[src/rtl/pipeline_hazard_ctrl.sv]
`timescale 1ns/1ps
`default_nettype none
// ============================================================================
// Module   : pipeline_hazard_ctrl
// Brief    : Stage enables and squash controls for the 5-stage in-order core.
//            Optional STALL_PERF_CNT_EN adds stall/bubble cycle counters.
// Revision : 1.0
// ============================================================================
module pipeline_hazard_ctrl #(
    parameter int MEM_TIMEOUT = 16,
    parameter int TO_W        = 8
) (
    input  logic       clk,
    input  logic       arst_n,
    input  logic [4:0] if_id_rs1,
    input  logic [4:0] if_id_rs2,
    input  logic [4:0] id_ex_rd,
    input  logic       id_ex_memread,
    input  logic       ex_mem_branch_taken,
    input  logic       ex_mem_jump,
    input  logic       mem_req,
    input  logic       mem_ack,
    output logic       pc_en,
    output logic       if_id_en,
    output logic       id_ex_en,
    output logic       ex_mem_en,
    output logic       mem_wb_en,
    output logic       if_id_flush,
    output logic       id_ex_bubble,
    output logic       ex_mem_flush,
    output logic       mem_err,
    output logic [1:0] state
`ifdef STALL_PERF_CNT_EN
    ,
    output logic [31:0] stall_cycles,
    output logic [31:0] bubble_cycles
`endif
);

    typedef enum logic [1:0] {
        ST_RUN      = 2'd0,
        ST_MEM_WAIT = 2'd1,
        ST_ERR      = 2'd2,
        ST_RSVD     = 2'd3
    } state_e;

    localparam logic [TO_W-1:0] TIMEOUT_VAL = TO_W'(MEM_TIMEOUT);

    state_e          state_q, state_d;
    logic [TO_W-1:0] cnt_q, cnt_d;
    logic            mem_err_q, mem_err_d;

    logic mem_stall;
    logic redirect;
    logic load_use;
    logic bubble_active;

    // ERR releases the pending access, so it never stalls.
    assign mem_stall     = arst_n & mem_req & ~mem_ack & (state_q != ST_ERR);
    assign redirect      = ex_mem_branch_taken | ex_mem_jump;
    assign load_use      = id_ex_memread & (id_ex_rd != 5'd0) &
                           ((id_ex_rd == if_id_rs1) | (id_ex_rd == if_id_rs2));
    assign bubble_active = arst_n & ~mem_stall & ~redirect & load_use;

    always_comb begin
        pc_en        = 1'b0;
        if_id_en     = 1'b0;
        id_ex_en     = 1'b0;
        ex_mem_en    = 1'b0;
        mem_wb_en    = 1'b0;
        if_id_flush  = 1'b0;
        id_ex_bubble = 1'b0;
        ex_mem_flush = 1'b0;
        if (arst_n && !mem_stall) begin
            pc_en     = 1'b1;
            if_id_en  = 1'b1;
            id_ex_en  = 1'b1;
            ex_mem_en = 1'b1;
            mem_wb_en = 1'b1;
            if (redirect) begin
                if_id_flush  = 1'b1;
                id_ex_bubble = 1'b1;
                ex_mem_flush = 1'b1;
            end else if (load_use) begin
                pc_en        = 1'b0;
                if_id_en     = 1'b0;
                id_ex_bubble = 1'b1;
            end
        end
    end

    always_comb begin
        state_d   = state_q;
        cnt_d     = cnt_q;
        mem_err_d = mem_err_q;
        case (state_q)
            ST_MEM_WAIT: begin
                if (mem_ack) begin
                    state_d = ST_RUN;
                end else if (cnt_q == TIMEOUT_VAL) begin
                    state_d   = ST_ERR;
                    mem_err_d = 1'b1;
                end else begin
                    cnt_d = cnt_q + TO_W'(1);
                end
            end
            ST_ERR: begin
                state_d = ST_RUN;
            end
            default: begin
                // The reserved encoding behaves exactly like RUN.
                state_d = ST_RUN;
                if (mem_req && !mem_ack) begin
                    state_d = ST_MEM_WAIT;
                    cnt_d   = TO_W'(1);
                end
            end
        endcase
    end

`ifdef STALL_PERF_CNT_EN
    logic [31:0] stall_cycles_q, stall_cycles_d;
    logic [31:0] bubble_cycles_q, bubble_cycles_d;

    always_comb begin
        stall_cycles_d  = stall_cycles_q;
        bubble_cycles_d = bubble_cycles_q;
        if (mem_stall && (stall_cycles_q != 32'hFFFF_FFFF)) begin
            stall_cycles_d = stall_cycles_q + 32'd1;
        end
        if (bubble_active && (bubble_cycles_q != 32'hFFFF_FFFF)) begin
            bubble_cycles_d = bubble_cycles_q + 32'd1;
        end
    end

    always_ff @(posedge clk) begin
        if (!arst_n) begin
            stall_cycles_q  <= 32'd0;
            bubble_cycles_q <= 32'd0;
        end else begin
            stall_cycles_q  <= stall_cycles_d;
            bubble_cycles_q <= bubble_cycles_d;
        end
    end

    assign stall_cycles  = stall_cycles_q;
    assign bubble_cycles = bubble_cycles_q;
`else
    logic unused_bubble;
    assign unused_bubble = bubble_active;
`endif

    always_ff @(posedge clk) begin
        if (!arst_n) begin
            state_q   <= ST_RUN;
            cnt_q     <= '0;
            mem_err_q <= 1'b0;
        end else begin
            state_q   <= state_d;
            cnt_q     <= cnt_d;
            mem_err_q <= mem_err_d;
        end
    end

    assign state   = state_q;
    assign mem_err = mem_err_q;

endmodule
`default_nettype wire

[config.mk]
export PLATFORM = sky130hd
export DESIGN_NAME = pipeline_hazard_ctrl
export DESIGN_NICKNAME = d
export VERILOG_FILES = /design/src/rtl/pipeline_hazard_ctrl.sv
export SDC_FILE = /design/constraint.sdc
export NUM_CORES = 1
export LEC_CHECK = 0
export BUFFER_PORTS_ARGS = -buffer_cell sky130_fd_sc_hd__buf_2
export CAP_MARGIN = 20
export CORE_MARGIN = 5
export CORE_UTILIZATION = 51
export CTS_CLUSTER_SIZE = 40
export DETAILED_ROUTE_END_ITERATION = 12
export GPL_TIMING_DRIVEN = 0
export PLACE_DENSITY = 0.85
export SLEW_MARGIN = 10
export SYNTH_ARGS = -nofsm -noshare
export SYNTH_HDL_FRONTEND = slang
export SYNTH_SLANG_ARGS = --single-unit
[constraint.sdc]
create_clock -name clk -period 3.5 [get_ports clk]
set_input_delay 0.175 -clock clk [delete_from_list [all_inputs] [get_ports clk]]
set_output_delay 0.175 -clock clk [all_outputs]
set_load 0.01 [all_outputs]
==> flow_summary_export.csv <==
group,metric,value,unit
grt,grt_use_total,16.59,%
synth,syn-cell-area,848.3,sq um
power_and_ir_drop,powerDensity,271.6,mW/mm^2
drt,drt-vias-per-instance,5.539,
synth,synthTopCellsByArea,"dfxtp_1 26%, xor2_1 10%, ha_1 5.9%, o21a_1 4.4%, nand2_1 4.0%",
hold_path,hp-class,"in -> reg",
synth,synth_top_area_cell,"dfxtp_1",
floorplan,design.core.area,0.001541,sq mm
grt,antenna_found_initial,0,
sta,tns,0,ns
floorplan,fp.dieH,50.79,microns
finish,area_growth,24.34,%
clocking,holdBufCountCts,0,
floorplan,rows,14,
clocking,cts_inserted_buffers,3,
worst_setup_path,crit_fanout,6,
sta,tightest_slew,0.4837,ns
placement,dpl.hpwl,1.675,mm
clocking,cts_tree,"built",
floorplan,ios,33,
synth,ys_seq_area_share,25.96,%
grt,grt-ovfl-total,0,
sta,drv_slew,0,
job,max-cap-violations,0,
floorplan,start_util,55.03,%
sta,slew_headroom,67.69,%
synth,synth_common_cells,"11 x dfxtp_1, 10 x xor2_1, 9 x nand2_1, 7 x inv_1, 6 x nor2_1",
placement,placed_cells,150,
sta,hold_viol_final,0,
drt,wire_per_inst,13.46,microns
clocking,root_buffer,"clkbuf_4",
finish,nets,165,
placement,place_area,0.001028,sq mm
synth,ys.flop_type,"dfxtp_1",
floorplan,die_area,0.002579,sq mm
sta,layout_min_cycle_time,1.866,ns
placement,gp_congestion,0.8326,
drt,drc,0,
finish,post-route-cell-area,0.001055,sq mm
worst_setup_path,worst_ep_arrival_time,1.69,ns
worst_setup_path,cp.required,3.32,ns
sta,setup_violations,0,
synth,yosysMostFrequentCell,"dfxtp_1",
clocking,cts_buffer_depth,2,
clocking,post_cts_resize_count,0,
finish,diodes,0,
power_and_ir_drop,peakVddDrop,0.0001953,V
grt,grt_max_degree,11,
drt,dr.pass1.iters,4,
sta,hold-worst-slack,0.2112,ns
grt,grt_pass1_vias,784,
synth,syn_inst,102,
synth,async_reset_ff_share,0,%
drt,drt_first_iter_violations,22,
synth,syn_nets,128,
finish,seqCellArea,220.2,sq um
sta,fin_crit_sh,53.33,%
synth,yosys_warnings,0,
finish,drive_gt1_share,31.88,%
synth,yosys.area.top_type_share,25.96,%
finish,final_cells,154,
clocking,clk_pin_slew,0.07,ns
power_and_ir_drop,power,286.5,uW
clocking,cts_sinks,11,
outcome,outcome,"finished, final reports clean",
grt,grt_pass1_wl,3.401,mm
worst_setup_path,path_class,"reg -> out",
power_and_ir_drop,cellLeakagePower,0.4615,nW
drt,drt_wl_total,2.073,mm
synth,synth_edf_count,0,
worst_setup_path,r2r-start,"cnt_q[0]",
finish,multi_input_area,564.3,sq um
drt,num_vias,853,
worst_setup_path,cp-end-kind,"primary output",
synth,synth_seq_cells,11,
synth,syn_area_per_cell,8.317,sq um
clocking,cts_setup_buffers,0,
sta,max_freq,535.8,MHz
sta,rsz0062_at_grt,"false",
sta,fin_worst_skew,0.002404,ns
drt,ant_nets,0,
synth,synth_cell_types,35,
clocking,cts_max_level,1,
floorplan,die_w,50.79,microns
clocking,insertion_delay,0.28,ns
placement,portBuffers,32,
worst_setup_path,startpoint,"state[0]",
hold_path,hp-start,"mem_req",
finish,nFillCells,137,
worst_setup_path,critPathLaunchType,"register",
==> final timing paths <==
kind,end,slack [ns],cells after the start
worst max register to register,cnt_q[4],1.75,6
worst min register to register,cnt_q[6],0.51,2
worst max-delay path,id_ex_bubble,1.63,6
worst min-delay path,state[0],0.21,3
==> registers in the layout, indices dropped and copies added (netlist names) <==
signal / count
mem_err: 1
cnt_q: 8
state: 2
==> critical path, cell delays in order (launching register included) <==
cell,delay (ns)
dfxtp_1,0.36
inv_1,0.06
ha_1,0.25
o21a_1,0.27
nor2b_1,0.17
o21bai_1,0.15
buf_2,0.14
==> per-stage QoR <==
step | utilization, % | setup slack (ns)
6_report | 68.43 | 1.634
5_1_grt | 68.43 | 1.481
4_1_cts | 68.43 | 1.625
3_3_place_gp | 66.72 | 1.863
3_5_place_dp | 66.72 | 1.777
2_1_floorplan | - | 1.935
==> routing by layer <==
metal / wire (microns) / global-route usage (%) / part of all wire [%] / up-vias
li1: - / - / - / 435
met1: 869 / 20.00 / 42 / 393
met2: 1060 / 27.27 / 51 / 20
met3: 108 / 4.142 / 5.2 / 5
met4: 35 / 7.660 / 1.7 / 0
met5: 0 / 0 / 0 / -
==> logic make-up (layout without fill, tap and decap cells) <==
kind of cell	after synthesis	count (layout)	synth area share, %
xor gates and xnor gates	10	10	10.32
buffers and inverters	13	49	7.522
and+or+nand+nor	34	34	22.56
adders and majority gates	4	4	5.900
AOI/OAI and AO/OA	30	30	27.73
DFF	11	11	25.96
==> cells in the final DEF (no fill, tap or decap) <==
master,count
o21ai_0,3
nand2_1,9
buf_4,4
a21boi_0,1
nor2b_1,2
o41ai_2,1
nor4bb_4,1
o2111ai_1,1
o211ai_1,4
o211a_1,1
nor2_1,6
nor3_1,5
a31oi_1,2
o31ai_1,2
a21o_1,2
buf_2,32
nand3b_1,3
a211oi_1,1
dfxtp_1,11
or4_1,2
o31a_2,1
a211oi_2,1
a22oi_1,1
o21a_1,5
and2_1,2
clkbuf_1,2
o21bai_1,2
inv_2,1
ha_1,4
xor2_1,10
nand2b_1,1
inv_1,7
or3_1,1
a21oi_1,1
a32o_1,1
nand3_1,2
clkbuf_4,3
==> report_power, final <==
part	switching (mW)	internal, mW
logic	0.0332	0.0324
registers	0.00192	0.127
clock network	0.0479	0.0443
==> cell type report <==
| class | count | share of cell area (%) |
|---|---|---|
| sequential | 11 | 20.88 |
| multi-input combinational | 78 | 53.50 |
| tap | 16 | 1.898 |
| clock buffer | 4 | 2.491 |
| buffer | 5 | 3.203 |
| timing repair buffer | 32 | 15.18 |
| inverter | 8 | 2.847 |
(Power assumes the default switching activity.)
